<file path="src/rtl/fp16_operand_loader_if.sv">
// Byte-beat input and FP16 operand-pair output handshake for fp16_operand_loader.
// master = upstream byte source / downstream multiplier side, slave = the loader.
interface fp16_operand_loader_if;
   logic        byte_valid;
   logic        byte_sof;
   logic [7:0]  a_byte;
   logic [7:0]  b_byte;
   logic        byte_ready;
   logic        op_valid;
   logic        op_ready;
   logic [15:0] op_a;
   logic [15:0] op_b;
   logic [5:0]  op_flags;

   modport master (
      output byte_valid, byte_sof, a_byte, b_byte, op_ready,
      input  byte_ready, op_valid, op_a, op_b, op_flags
   );

   modport slave (
      input  byte_valid, byte_sof, a_byte, b_byte, op_ready,
      output byte_ready, op_valid, op_a, op_b, op_flags
   );
endinterface

</file>
<file path="src/rtl/fp16_operand_loader.sv">
// Assembles FP16 operand pairs from two byte beats, classifies them and queues them in a 2-entry FIFO.
// Optional macro FP16_FTZ_EN flushes subnormal operands to signed zero.
module fp16_operand_loader #(
   parameter int LOW_FIRST = 1
) (
   input  logic                  clk,
   input  logic                  rst,
   fp16_operand_loader_if.slave  bus,
   output logic [1:0]            fifo_count,
   output logic                  frame_err
);

   typedef enum logic {
      FIRST  = 1'b0,
      SECOND = 1'b1
   } phase_t;

   typedef struct packed {
      logic [5:0]  flags;
      logic [15:0] a;
      logic [15:0] b;
   } entry_t;

   phase_t      phase_q;
   phase_t      phase_d;
   logic [7:0]  hold_a;
   logic [7:0]  hold_b;
   logic        err_q;

   entry_t      mem [2];
   logic        wr_ptr;
   logic        rd_ptr;
   logic [1:0]  count_q;

   logic        ready_int;
   logic        accept;
   logic        latch_first;
   logic        push;
   logic        pop;
   logic        set_err;

   logic [15:0] raw_a;
   logic [15:0] raw_b;
   logic [18:0] cls_a;
   logic [18:0] cls_b;
   entry_t      new_entry;
   entry_t      head;

   // Returns {nan, inf, zero, value}; the value differs from raw only when subnormals are flushed.
   function automatic logic [18:0] classify(input logic [15:0] raw);
      logic [4:0]  e;
      logic [9:0]  m;
      logic [15:0] v;
      logic        is_nan;
      logic        is_inf;
      logic        is_zero;
      e       = raw[14:10];
      m       = raw[9:0];
      v       = raw;
      is_nan  = (e == 5'd31) && (m != 10'd0);
      is_inf  = (e == 5'd31) && (m == 10'd0);
      is_zero = (e == 5'd0)  && (m == 10'd0);
`ifdef FP16_FTZ_EN
      if ((e == 5'd0) && (m != 10'd0)) begin
         v       = {raw[15], 15'b0};
         is_zero = 1'b1;
      end
`endif
      return {is_nan, is_inf, is_zero, v};
   endfunction

   always_comb begin
      phase_d     = phase_q;
      ready_int   = 1'b0;
      latch_first = 1'b0;
      push        = 1'b0;
      set_err     = 1'b0;
      accept      = 1'b0;
      if (!rst) begin
         case (phase_q)
            FIRST: begin
               ready_int = 1'b1;
               accept    = bus.byte_valid;
               if (accept) begin
                  latch_first = 1'b1;
                  phase_d     = SECOND;
               end
            end
            SECOND: begin
               ready_int = (count_q < 2'd2) || bus.op_ready;
               accept    = bus.byte_valid && ready_int;
               if (accept) begin
                  if (bus.byte_sof) begin
                     // A new frame start restarts the pair; the stale first bytes are dropped.
                     latch_first = 1'b1;
                     set_err     = 1'b1;
                  end else begin
                     push    = 1'b1;
                     phase_d = FIRST;
                  end
               end
            end
            default: phase_d = FIRST;
         endcase
      end
   end

   always_comb begin
      if (LOW_FIRST != 0) begin
         raw_a = {bus.a_byte, hold_a};
         raw_b = {bus.b_byte, hold_b};
      end else begin
         raw_a = {hold_a, bus.a_byte};
         raw_b = {hold_b, bus.b_byte};
      end
      cls_a           = classify(raw_a);
      cls_b           = classify(raw_b);
      new_entry.flags = {cls_a[18:16], cls_b[18:16]};
      new_entry.a     = cls_a[15:0];
      new_entry.b     = cls_b[15:0];
   end

   assign pop = (count_q != 2'd0) && bus.op_ready && !rst;

   always_ff @(posedge clk) begin
      if (rst) begin
         phase_q <= FIRST;
         hold_a  <= 8'd0;
         hold_b  <= 8'd0;
         err_q   <= 1'b0;
      end else begin
         phase_q <= phase_d;
         if (latch_first) begin
            hold_a <= bus.a_byte;
            hold_b <= bus.b_byte;
         end
         if (set_err) begin
            err_q <= 1'b1;
         end
      end
   end

   // At count 2 a push is only possible together with a pop, so writing the slot
   // under wr_ptr (== rd_ptr) overwrites the entry leaving the head this cycle.
   always_ff @(posedge clk) begin
      if (rst) begin
         wr_ptr  <= 1'b0;
         rd_ptr  <= 1'b0;
         count_q <= 2'd0;
         for (int i = 0; i < 2; i++) begin
            mem[i] <= '0;
         end
      end else begin
         if (push) begin
            mem[wr_ptr] <= new_entry;
            wr_ptr      <= ~wr_ptr;
         end
         if (pop) begin
            rd_ptr <= ~rd_ptr;
         end
         case ({push, pop})
            2'b10:   count_q <= count_q + 2'd1;
            2'b01:   count_q <= count_q - 2'd1;
            default: count_q <= count_q;
         endcase
      end
   end

   assign head = mem[rd_ptr];

   assign bus.byte_ready = ready_int;
   assign bus.op_valid   = !rst && (count_q != 2'd0);
   assign bus.op_a       = rst ? 16'd0 : head.a;
   assign bus.op_b       = rst ? 16'd0 : head.b;
   assign bus.op_flags   = rst ? 6'd0 : head.flags;
   assign fifo_count     = rst ? 2'd0 : count_q;
   assign frame_err      = rst ? 1'b0 : err_q;

endmodule

</file>
<file path="src/flat_wrapper.sv">
// flat-port wrapper written by rule: the top's interface ports become plain ports
module fp16_operand_loader_flat 
#(
   parameter int LOW_FIRST = 1
)
  (clk, rst, fifo_count, frame_err, bus_byte_valid, bus_byte_sof, bus_a_byte, bus_b_byte, bus_op_ready, bus_byte_ready, bus_op_valid, bus_op_a, bus_op_b, bus_op_flags);
  fp16_operand_loader_if bus_i ();
  input  logic clk;
  input  logic rst;
  output logic [1:0] fifo_count;
  output logic frame_err;
  input wire logic [$bits(bus_i.byte_valid)-1:0] bus_byte_valid;
  input wire logic [$bits(bus_i.byte_sof)-1:0] bus_byte_sof;
  input wire logic [$bits(bus_i.a_byte)-1:0] bus_a_byte;
  input wire logic [$bits(bus_i.b_byte)-1:0] bus_b_byte;
  input wire logic [$bits(bus_i.op_ready)-1:0] bus_op_ready;
  output wire logic [$bits(bus_i.byte_ready)-1:0] bus_byte_ready;
  output wire logic [$bits(bus_i.op_valid)-1:0] bus_op_valid;
  output wire logic [$bits(bus_i.op_a)-1:0] bus_op_a;
  output wire logic [$bits(bus_i.op_b)-1:0] bus_op_b;
  output wire logic [$bits(bus_i.op_flags)-1:0] bus_op_flags;
  assign bus_i.byte_valid = bus_byte_valid;
  assign bus_i.byte_sof = bus_byte_sof;
  assign bus_i.a_byte = bus_a_byte;
  assign bus_i.b_byte = bus_b_byte;
  assign bus_i.op_ready = bus_op_ready;
  assign bus_byte_ready = bus_i.byte_ready;
  assign bus_op_valid = bus_i.op_valid;
  assign bus_op_a = bus_i.op_a;
  assign bus_op_b = bus_i.op_b;
  assign bus_op_flags = bus_i.op_flags;
  fp16_operand_loader #(.LOW_FIRST(LOW_FIRST)) u_core (.clk(clk), .rst(rst), .bus(bus_i), .fifo_count(fifo_count), .frame_err(frame_err));
endmodule
</file>
<file path="config.mk">
export PLATFORM = sky130hd
export DESIGN_NAME = fp16_operand_loader_flat
export DESIGN_NICKNAME = d
export VERILOG_FILES = /design/src/rtl/fp16_operand_loader_if.sv /design/src/rtl/fp16_operand_loader.sv /design/src/flat_wrapper.sv
export SDC_FILE = /design/constraint.sdc
export NUM_CORES = 1
export LEC_CHECK = 0
export BUFFER_PORTS_ARGS = -buffer_cell sky130_fd_sc_hd__buf_2
export CORE_ASPECT_RATIO = 0.6
export CORE_MARGIN = 1.5
export CORE_UTILIZATION = 50
export CTS_BUF_LIST = sky130_fd_sc_hd__clkbuf_8
export DETAILED_ROUTE_END_ITERATION = 6
export GPL_TIMING_DRIVEN = 0
export PLACE_DENSITY = 0.68
export SYNTH_ARGS = -nofsm -noshare
export SYNTH_HDL_FRONTEND = slang
export SYNTH_SLANG_ARGS = --single-unit
</file>
<file path="constraint.sdc">
create_clock -name clk -period 5 [get_ports clk]
set_input_delay 0.25 -clock clk [delete_from_list [all_inputs] [get_ports clk]]
set_output_delay 0.25 -clock clk [all_outputs]
set_load 0.02 [all_outputs]
</file>
# == Yosys cells after proc, flatten, opt, wreduce, memory -nomap -nowiden ==
# Memories as Yosys holds them, arrays and structs flattened. A register that Yosys moved wholly into a read port is not among the register bits.
# Index checks and enable logic that the tools add are counted.
# op_classes
n_addsub,2
n_lt_le_gt_ge,1
n_eq_ne,4
muxes,31
bitwise_logic,3
reduce_logical,21
# op_table
op,n
38-bit two-way mux,1
38-bit OR reduction,1
16-bit two-way mux,2
1-bit two-way mux,22
10-bit zero test,2
10-bit nonzero test,2
"5-bit == test, second input constant",2
1-bit logical AND,10
5-bit zero test,2
6-bit two-way mux,1
1-bit case mux with 2 select lines,3
2-bit case mux with 2 select lines,1
2-bit nonzero test,2
1-bit inverter,3
"2-bit by 1-bit adder with 2-bit output, second input constant",1
"2-bit by 1-bit == test with 1-bit output, second input constant",1
"2-bit == test, second input constant",1
"2-bit < comparator, second input constant",1
2-bit two-way mux,1
"2-bit by 1-bit subtractor with 2-bit output, second input constant",1
1-bit zero test,1
1-bit logical OR,1
# word_totals
regBits,22
ramBits,76
output_inout_bits,43
elab_cells,70
n_memories,1
# mem_list
name,depth,width,rd,rd_ports_with_merged_regs,wr,line_no,source
u_core.mem,2,38,1,1,2,fp16_operand_loader.sv:30,entry_t mem [2];

# == Depth between registers and ports, before layout ==
# Gate-level depths: netlist (run 1).
# depth
word_depth,11
depth_mapped,8

# == Worst setup path after synthesis (run 1) ==
# No wires, ideal clock.
# synth_path
path_type,register to register
from,register u_core.count_q[1]
to,"memory u_core.mem[1][0] (netlist name), enable pin"
arrival_time_ns,2.108
t_required_ns,4.604
slack_ns,2.496
path_stages_with_launch,6
path_cell_list,dfxtp_1 nor2b_4 buf_6 or4_4 buf_6 or2b_1
# synth_rtl
element,line_no,source
from (decl),fp16_operand_loader.sv:33,logic [1:0] count_q;
from (signal assigned),fp16_operand_loader.sv:162,2'b10: count_q <= count_q + 2'd1;
from (signal assigned),fp16_operand_loader.sv:163,2'b01: count_q <= count_q - 2'd1;
from (signal assigned),fp16_operand_loader.sv:164,default: count_q <= count_q;
to (decl),fp16_operand_loader.sv:30,

==> flow_summary.yaml, run 1 <==
cts:
  htreeDepth: 3
  root_buffer: "clkbuf_8"
  worstSkewPairLatency_ps: 370
  clk_pin_slew_ps: 100
  cts_sinks: 99
  numCtsBuffers: 9
  cts_buffer_depth: 2
  cts_setup_buffers: 0
  hold_buffers: 0
  ctsResizeCount: 0
  cts_tree: "built"
synth:
  synth.yosys.seq_area_share_pct: 59.44
  synthesis.nets: 399
  syn_area_per_cell_um2: 12.24
  ys_warn_count: 0
  netlist_area_mm2: 0.004614
  netlist_instances: 377
  synth_cell_types: 38
  ys_ff_latch: 99
worst_setup_path:
  critical_path_required_ps: 5240
  cp.arrival_ps: 2500
  worstSetupStartpointType: "flop"
  crit-reg2reg-launch: "u_core.count_q[1]"
  worstSetupPathType: "reg2reg"
  crit_path_end: "u_core.mem[1][10]"
  worstReg2RegEnd: "u_core.mem[1][10]"
  worst_setup_path_end_kind: "flop"
  crit_start: "u_core.count_q[1]"
  cp_max_fo: 10
  r2r_cells: 5
  reg2reg_slack_ps: 2730
routing:
  first_iter_violations: 264
  drc: 0
  wl_per_cell_um: 17.18
  ant_nets: 0
  routed-via-count: 3015
  postRouteWirelength_mm: 9.794
  firstDrtPassIters: 5
  viasPerCell: 5.289
floorplanning:
  die_h_um: 77.42
  dieArea_mm2: 0.009833
  coreArea_mm2: 0.008718
  die_w_um: 127.0
  io_pins: 64
  rows: 26
  initial_utilization_pct: 52.93
timing:
  fin_tns_setup_ps: 0
  rsz0062_at_grt: "false"
  max_freq_ghz: 0.4412
  max-slew-margin-rel_pct: 24.86
  slew_viol_final: 0
  finalCriticalPeriod_ps: 2266
  min_period_over_period_pct: 45.33
  finClkSkew_ps: 13.05
  worstMarginPinSlew_ps: 1117
  setup_viol: 0
  finalHoldViolations: 0
cells_and_area:
  fill_cells: 737
  final_cells: 570
  mostFrequentLayoutCell: "edfxtp_1"
  final_cell_mix: "edfxtp_1 (76), buf_2 (66), and2_1 (64)"
  fin_nets: 475
  synthToLayoutAreaGrowth_pct: 14.21
  n_antenna_cell: 0
  drive_gt1_share_pct: 21.62
global_route:
  antenna_found_initial: 0
  grt_pass1_vias: 2839
  grt_pass1_wl_mm: 15.41
  grt_max_degree: 32
  track_usage_pct: 21.34
  gr-total-overflow: 0
place:
  io_buffers: 63
  place_congestion: 0.8135
  hpwl_mm: 6.983
  dp.cells: 554
run:
  drv_cap: 0
outcome:
  outcome: "complete, no violations"
worst_hold_path:
  hp-class: "in2reg"
power:
  ir_drop_v: 0.0001550
  leakage_nw: 2.079
  cellPowerDensity_mw_per_mm2: 291.8
-- stage by stage --
step           setup WS, ps  total power, mW  instance area (um^2)  utilization, %  hold WS, ps
2_1_floorplan          2496            1.058                  4614               -        405.3
3_3_place_gp           1735            1.118                  5070           58.15        450.0
4_1_cts                2726            1.551                  5270           60.45        134.9
5_1_grt                2491            1.599                  5270           60.45        155.5
6_report               2734            1.538                  5270           60.45        150.8
3_5_place_dp           2711            1.126                  5114           58.65        457.8
-- flip-flops by register name, indices dropped and copies added, names as in the netlist, named ones only --
name / count
u_core.hold_b: 8
u_core.count_q: 2
u_core.mem: 76
u_core.rd_ptr: 1
u_core.hold_a: 8
u_core.err_q: 1
u_core.phase_q: 1
u_core.wr_ptr: 1
-- power breakdown --
part / internal [mW] / switching (mW) / leakage, nW
clock network: 0.172 / 0.260 / 0.0940
logic: 0.0607 / 0.107 / 1.01
registers: 0.919 / 0.0183 / 0.974
total: 1.15 / 0.386 / 2.08
-- logic make-up (layout without fill, tap and decap cells) --
kind of cell,after synthesis,in the layout,share of synthesized area [%]
and+or+nand+nor,191,191,24.65
DFF,99,99,59.44
muxes,55,55,11.93
buffers and inverters,23,104,2.359
AOI/OAI and AO/OA,5,5,0.7862
xor gates and xnor gates,3,3,0.5695
adders and majority gates,1,1,0.2711
-- synthesized netlist by cell type --
cell type | number | area (um^2)
a21oi_1 | 1 | 5.000
a41oi_1 | 1 | 8.760
and2_1 | 64 | 400.4
and2_2 | 1 | 7.510
and3_1 | 2 | 12.51
and3b_1 | 1 | 8.760
buf_1 | 1 | 3.750
buf_2 | 3 | 15.01
buf_4 | 1 | 7.510
buf_6 | 2 | 22.52
clkbuf_1 | 15 | 56.30
dfxtp_1 | 23 | 460.4
edfxtp_1 | 76 | 2282
ha_1 | 1 | 12.51
inv_1 | 1 | 3.750
mux2i_1 | 55 | 550.5
nand2_1 | 4 | 15.01
nand2b_1 | 34 | 212.7
nand3_1 | 2 | 10.01
nand4_1 | 1 | 6.260
nand4b_1 | 1 | 8.760
nor2_1 | 44 | 165.2
nor2b_1 | 3 | 18.77
nor2b_4 | 1 | 13.76
nor3_1 | 10 | 50.05
nor3_2 | 2 | 20.02
nor3b_1 | 1 | 7.510
nor4_1 | 5 | 31.28
nor4_4 | 2 | 42.54
o21ai_0 | 2 | 10.01
o22ai_2 | 1 | 12.51
or2_2 | 3 | 18.77
or2b_1 | 1 | 7.510
or2b_2 | 1 | 8.760
or4_1 | 5 | 37.54
or4_4 | 3 | 33.78
xnor2_1 | 1 | 8.760
xor2_1 | 2 | 17.52
-- routing by layer --
layer | vias to the layer above | global-route usage (%) | share of wire [%]
li1 | 1469 | - | -
met1 | 1437 | 31.93 | 47
met2 | 100 | 30.33 | 43
met3 | 9 | 6.345 | 8.8
met4 | 0 | 5.455 | 0.76
met5 | - | 0 | 0
-- how the worst min path moves through the flow --
stage,start,to,slack [ps],cells past startpoint
floorplan,bus_a_byte[6],u_core.hold_a[6],410,2
global placement,u_core.wr_ptr,u_core.wr_ptr,450,1
detailed placement,u_core.err_q,u_core.err_q,460,2
CTS,bus_b_byte[7],u_core.hold_b[7],130,3
global route,bus_a_byte[0],u_core.hold_a[0],160,3
finish,bus_b_byte[7],u_core.hold_b[7],150,3
-- cell type report --
class	count	area, um^2	area share (%)
inverter	1	3.754	0.07123
multi-input combinational	255	1767	33.52
buffer	22	105.1	1.994
tap	112	140.1	2.659
clock inverter	7	32.53	0.6173
timing repair buffer	65	355.3	6.743
sequential	99	2743	52.04
clock buffer	9	123.9	2.350
-- worst max-delay path, cell delays in order (launching register included) --
cell	delay [ps]
dfxtp_1	340
nor2b_4	130
buf_6	120
nor4_1	930
clkbuf_1	430
and2_1	190
(Power assumes the default switching activity.)
==> run 2: changes to the inputs <==
clock period = 2.25 ns   (was 5 ns; I/O delays follow)
==> flow_summary.yaml, run 2 (synthesis gave the netlist of run 1 again) <==
worst_setup_path:
  worstSetupPathType: "reg2reg"
  worst_setup_path_end_kind: "flop"
  crit_path_top_delay_cell: "or2b_2"
  critical_path_required_ps: 2260
  crit_chain: "nand2_1 > or4_4 > buf_6 > or2b_2"
  worstSetupStartpointType: "flop"
  cp.arrival_ps: 2190
  cp_max_fo: 19
  max_stage_delay_ps: 530
cts:
  cts_buffer_depth: 2
  cts_sinks: 99
  numCtsBuffers: 9
  clk_pin_slew_ps: 90
  worstSkewPairLatency_ps: 370
  htreeDepth: 3
  hold_buffers: 0
  cts_tree: "built"
  root_buffer: "clkbuf_8"
cells_and_area:
  n_antenna_cell: 0
  fill_cells: 733
  final_cell_mix: "edfxtp_1 (76), buf_2 (66), and2_1 (64)"
  fin_nets: 475
  largest_register_ffs: 76
  regMostFlops: "u_core.mem"
  reg_top3: "u_core.mem x76, u_core.hold_a x8, u_core.hold_b x8"
  mostFrequentLayoutCell: "edfxtp_1"
  synthToLayoutAreaGrowth_pct: 15.24
  drive_gt1_share_pct: 22.32
floorplanning:
  io_pins: 64
  rows: 26
  initial_utilization_pct: 52.93
  dieArea_mm2: 0.009833
  coreArea_mm2: 0.008718
  die_w_um: 127.0
  die_h_um: 77.42
timing:
  fin_tns_setup_ps: 0
  max_freq_ghz: 0.4587
  finalHoldViolations: 0
  hold_ws_ps: 27.28
  min_period_over_period_pct: 96.90
  finClkSkew_ps: 10.14
  fin_ws_ps: 69.71
  setup_viol: 0
  slew_viol_final: 0
  worstMarginPinSlew_ps: 868.2
  finalCriticalPeriod_ps: 2180
  rsz0062_at_grt: "false"
  max-slew-margin-rel_pct: 42.12
place:
  hpwl_mm: 6.874
  place_congestion: 0.8365
  io_buffers: 63
  dp_slack_ps: -246.4
routing:
  wl_met1_mm: 4.896
  viasPerCell: 5.290
  wl_per_cell_um: 17.38
  first_iter_violations: 259
  dr_wl_met3_um: 793
  ant_nets: 0
  firstDrtPassIters: 4
  met2_length_mm: 4.181
  drc: 0
  postRouteWirelength_mm: 9.892
  routed-via-count: 3010
  dr.max_layer_used: "met4"
global_route:
  gr-total-overflow: 0
  grt_pass1_wl_mm: 15.46
  grt_max_degree: 24
  track_usage_pct: 21.45
  grt_pass1_vias: 2817
  antenna_found_initial: 0
power:
  cellPowerDensity_mw_per_mm2: 688.0
  power_mw: 3.658
  ir_drop_v: 0.0003724
  leakage_nw: 2.093
worst_hold_path:
  hp-class: "in2reg"
outcome:
  outcome: "complete, no violations"
run:
  drv_cap: 0
## run 2: cell count changes in the layout (fill, tap and decap cells not counted)
| cell | delta |
|---|---|
| nor4_1 | -1 |
| nor4_2 | +1 |
| clkinv_4 | +1 |
| or2b_4 | +1 |
| clkinvlp_4 | -1 |
| inv_1 | -3 |
| bufinv_16 | +2 |
| buf_12 | -1 |
## run 2: final timing paths
path / startpoint / end / slack (ps) / cells past startpoint
worst min register to register: u_core.wr_ptr / u_core.wr_ptr / 470 / 1
worst max-delay path: u_core.phase_q / u_core.mem[1][3] / 70 / 4
worst min-delay path: bus_b_byte[7] / u_core.hold_b[7] / 30 / 3
worst max register to register: u_core.phase_q / u_core.mem[1][3] / 70 / 4
## run 2: area by class of cell
class | instances | area (um^2) | area share (%)
flip-flops and latches | 99 | 2743 | 51.58
multi-input cells | 256 | 1784 | 33.55
repair buffers | 64 | 335.3 | 6.306
well taps | 112 | 140.1 | 2.635
clock buffers | 9 | 123.9 | 2.329
plain buffers | 22 | 105.1 | 1.976
clock inverters | 6 | 82.58 | 1.553
inverters | 1 | 3.754 | 0.07059
## run 2: layer usage
metal  up-vias  global-route usage, %
met5         -                      0
li1       1473                      -
met2        91                  30.54
met1      1444                  32.19
met3         2                  6.000
met4         0                  5.795
## run 2: what timing repair did
action                     in CTS  in global routing
setup endpoints to repair      49                  0
resized for setup               2                  0
buffers inserted                0                  0
## run 2: metrics by stage
stage                     area [um^2]  utilization [%]  instances
after global placement           5071            58.17        552
final                            5318            60.99        569
after CTS                        5318            60.99        569
after detailed placement         5094            58.42        553
after floorplan                  4616                -        377
after global routing             5318            60.99        569
## run 2: where the power goes
part / internal, mW / switching [mW]
clock network: 0.614 / 0.586
logic: 0.133 / 0.240
registers: 2.04 / 0.0426
## run 2: worst max-delay path, delay by kind of cell (launching register included)
| family | cells | cell delay [ps] |
|---|---|---|
| buffers and inverters | 1 | 160 |
| AND/OR/NAND/NOR | 3 | 1200 |
| flip-flops | 1 | 450 |
==> run 3: changes to the inputs <==
==> constraint.sdc (replaced) <==
create_clock -name clk -period 2.25 [get_ports clk]
set_input_delay 0.1125 -clock clk [delete_from_list [all_inputs] [get_ports clk]]
set_output_delay 0.1125 -clock clk [all_outputs]
set_load 0.05 [all_outputs]
==> flow_summary.yaml, run 3 (synthesis gave the netlist of run 1 again) <==
worst_setup_path:
  crit_path_top_delay_cell: "nor3b_1"
  cp_max_fo: 10
  crit-reg2reg-launch: "u_core.phase_q"
  max_stage_delay_ps: 810
  worstSetupPathType: "reg2reg"
  worstSetupStartpointType: "flop"
  worst_setup_path_end_kind: "flop"
  crit_chain: "nand2_1 > nor3b_1 > clkbuf_1 > and2_1"
  crit_start: "u_core.phase_q"
  r2r_cells: 4
  cp.arrival_ps: 2420
  critical_path_required_ps: 2490
routing:
  routed-via-count: 3065
  postRouteWirelength_mm: 10.14
  viasPerCell: 5.377
  firstDrtPassIters: 5
  first_iter_violations: 242
  drc: 0
  ant_nets: 0
  wl_per_cell_um: 17.78
global_route:
  grt_pass1_wl_mm: 15.70
  grt_pass1_vias: 2886
  grt_max_degree: 39
  antenna_found_initial: 0
  gr-total-overflow: 0
  track_usage_pct: 21.43
power:
  ir_drop_v: 0.0003420
  cellPowerDensity_mw_per_mm2: 729.5
  leakage_nw: 2.102
place:
  dp.cells: 553
  io_buffers: 63
  place_congestion: 0.8387
  hpwl_mm: 7.080
timing:
  min_period_over_period_pct: 96.78
  slew_viol_final: 0
  finalHoldViolations: 0
  max_freq_ghz: 0.4592
  finalCriticalPeriod_ps: 2178
  max-slew-margin-rel_pct: 35.21
  rsz0062_at_grt: "false"
  finClkSkew_ps: 4.415
  worstMarginPinSlew_ps: 969.7
  fin_tns_setup_ps: 0
  hold_ws_ps: 20.93
  setup_viol: 0
cells_and_area:
  final_cell_mix: "edfxtp_1 (76), buf_2 (66), and2_1 (64)"
  n_antenna_cell: 0
  drive_gt1_share_pct: 23.14
  mostFrequentLayoutCell: "edfxtp_1"
  synthToLayoutAreaGrowth_pct: 16.13
  regMostFlops: "u_core.mem"
  final_cells: 570
  largest_register_ffs: 76
  reg_top3: "u_core.mem x76, u_core.hold_a x8, u_core.hold_b x8"
  fin_nets: 475
cts:
  cts_setup_buffers: 0
  cts_sinks: 99
  cts_tree: "built"
  numCtsBuffers: 9
  clk_pin_slew_ps: 90
  htreeDepth: 3
  cts_buffer_depth: 2
  root_buffer: "clkbuf_8"
  worstSkewPairLatency_ps: 370
worst_hold_path:
  hp-class: "in2reg"
  hold_start: "bus_b_byte[7]"
  min_path_cells: 3
floorplanning:
  rows: 26
  io_pins: 64
  coreArea_mm2: 0.008718
  dieArea_mm2: 0.009833
  initial_utilization_pct: 52.93
  die_h_um: 77.42
  die_w_um: 127.0
run:
  drv_cap: 0
outcome:
  outcome: "complete, no violations"
## run 3: cell count changes in the layout (fill, tap and decap cells not counted)
| cell | previous run | this run |
|---|---|---|
| nor2b_1 | 3 | 1 |
| clkbuf_2 | 0 | 1 |
| bufinv_16 | 2 | 3 |
| clkbuf_1 | 15 | 14 |
| nor2b_2 | 0 | 2 |
| clkinv_2 | 2 | 0 |
| clkinvlp_4 | 0 | 2 |
## run 3: worst max-delay path: cells and delay by family (launching register included)
kind          cells  cell delay, ps
simple gates      3            1180
buf+inv           1             420
flops             1             440
## run 3: metrics by stage
stage | setup WS, ps | total power [mW] | cell area, um^2 | util [%]
final | 72.50 | 3.909 | 5359 | 61.47
after global routing | 16.71 | 4.016 | 5359 | 61.47
after detailed placement | -218.4 | 2.578 | 5099 | 58.48
after global placement | -871.6 | 2.563 | 5076 | 58.22
after floorplan | -47.58 | 2.430 | 4621 | -
after CTS | 3.272 | 3.911 | 5349 | 61.35
## run 3: cell type report
class | count | area, um^2
flip-flops and latches | 99 | 2743
multi-input cells | 256 | 1789
fillers | 728 | 3359
plain buffers | 22 | 106.4
clock buffers | 9 | 123.9
clock inverters | 7 | 117.6
well taps | 112 | 140.1
repair buffers | 64 | 335.3
inverters | 1 | 3.754
## run 3: repair_timing
item | in CTS | in global routing
cloned | 0 | 1
gates resized for setup | 2 | 2
hold buffers | 0 | 0
setup endpoints to repair | 68 | 39
## run 3: report_power, final
part | internal (mW) | total (mW) | switching [mW]
logic | 0.134 | 0.455 | 0.321
clock network | 0.736 | 1.37 | 0.635
registers | 2.04 | 2.08 | 0.0407
## run 3: worst paths after layout
path / slack, ps / endpoint
setup / recovery: 70 / u_core.mem[0][6]
hold reg to reg: 470 / u_core.wr_ptr
setup reg to reg: 70 / u_core.mem[0][6]
hold / removal: 20 / u_core.hold_b[7]
## run 3: per-layer routing
layer | GRT usage, % | wire length [um] | vias up
met4 | 4.886 | 74 | 0
met1 | 32.85 | 5130 | 1486
met3 | 5.586 | 638 | 7
met5 | 0 | 0 | -
met2 | 30.38 | 4293 | 105
li1 | - | - | 1467
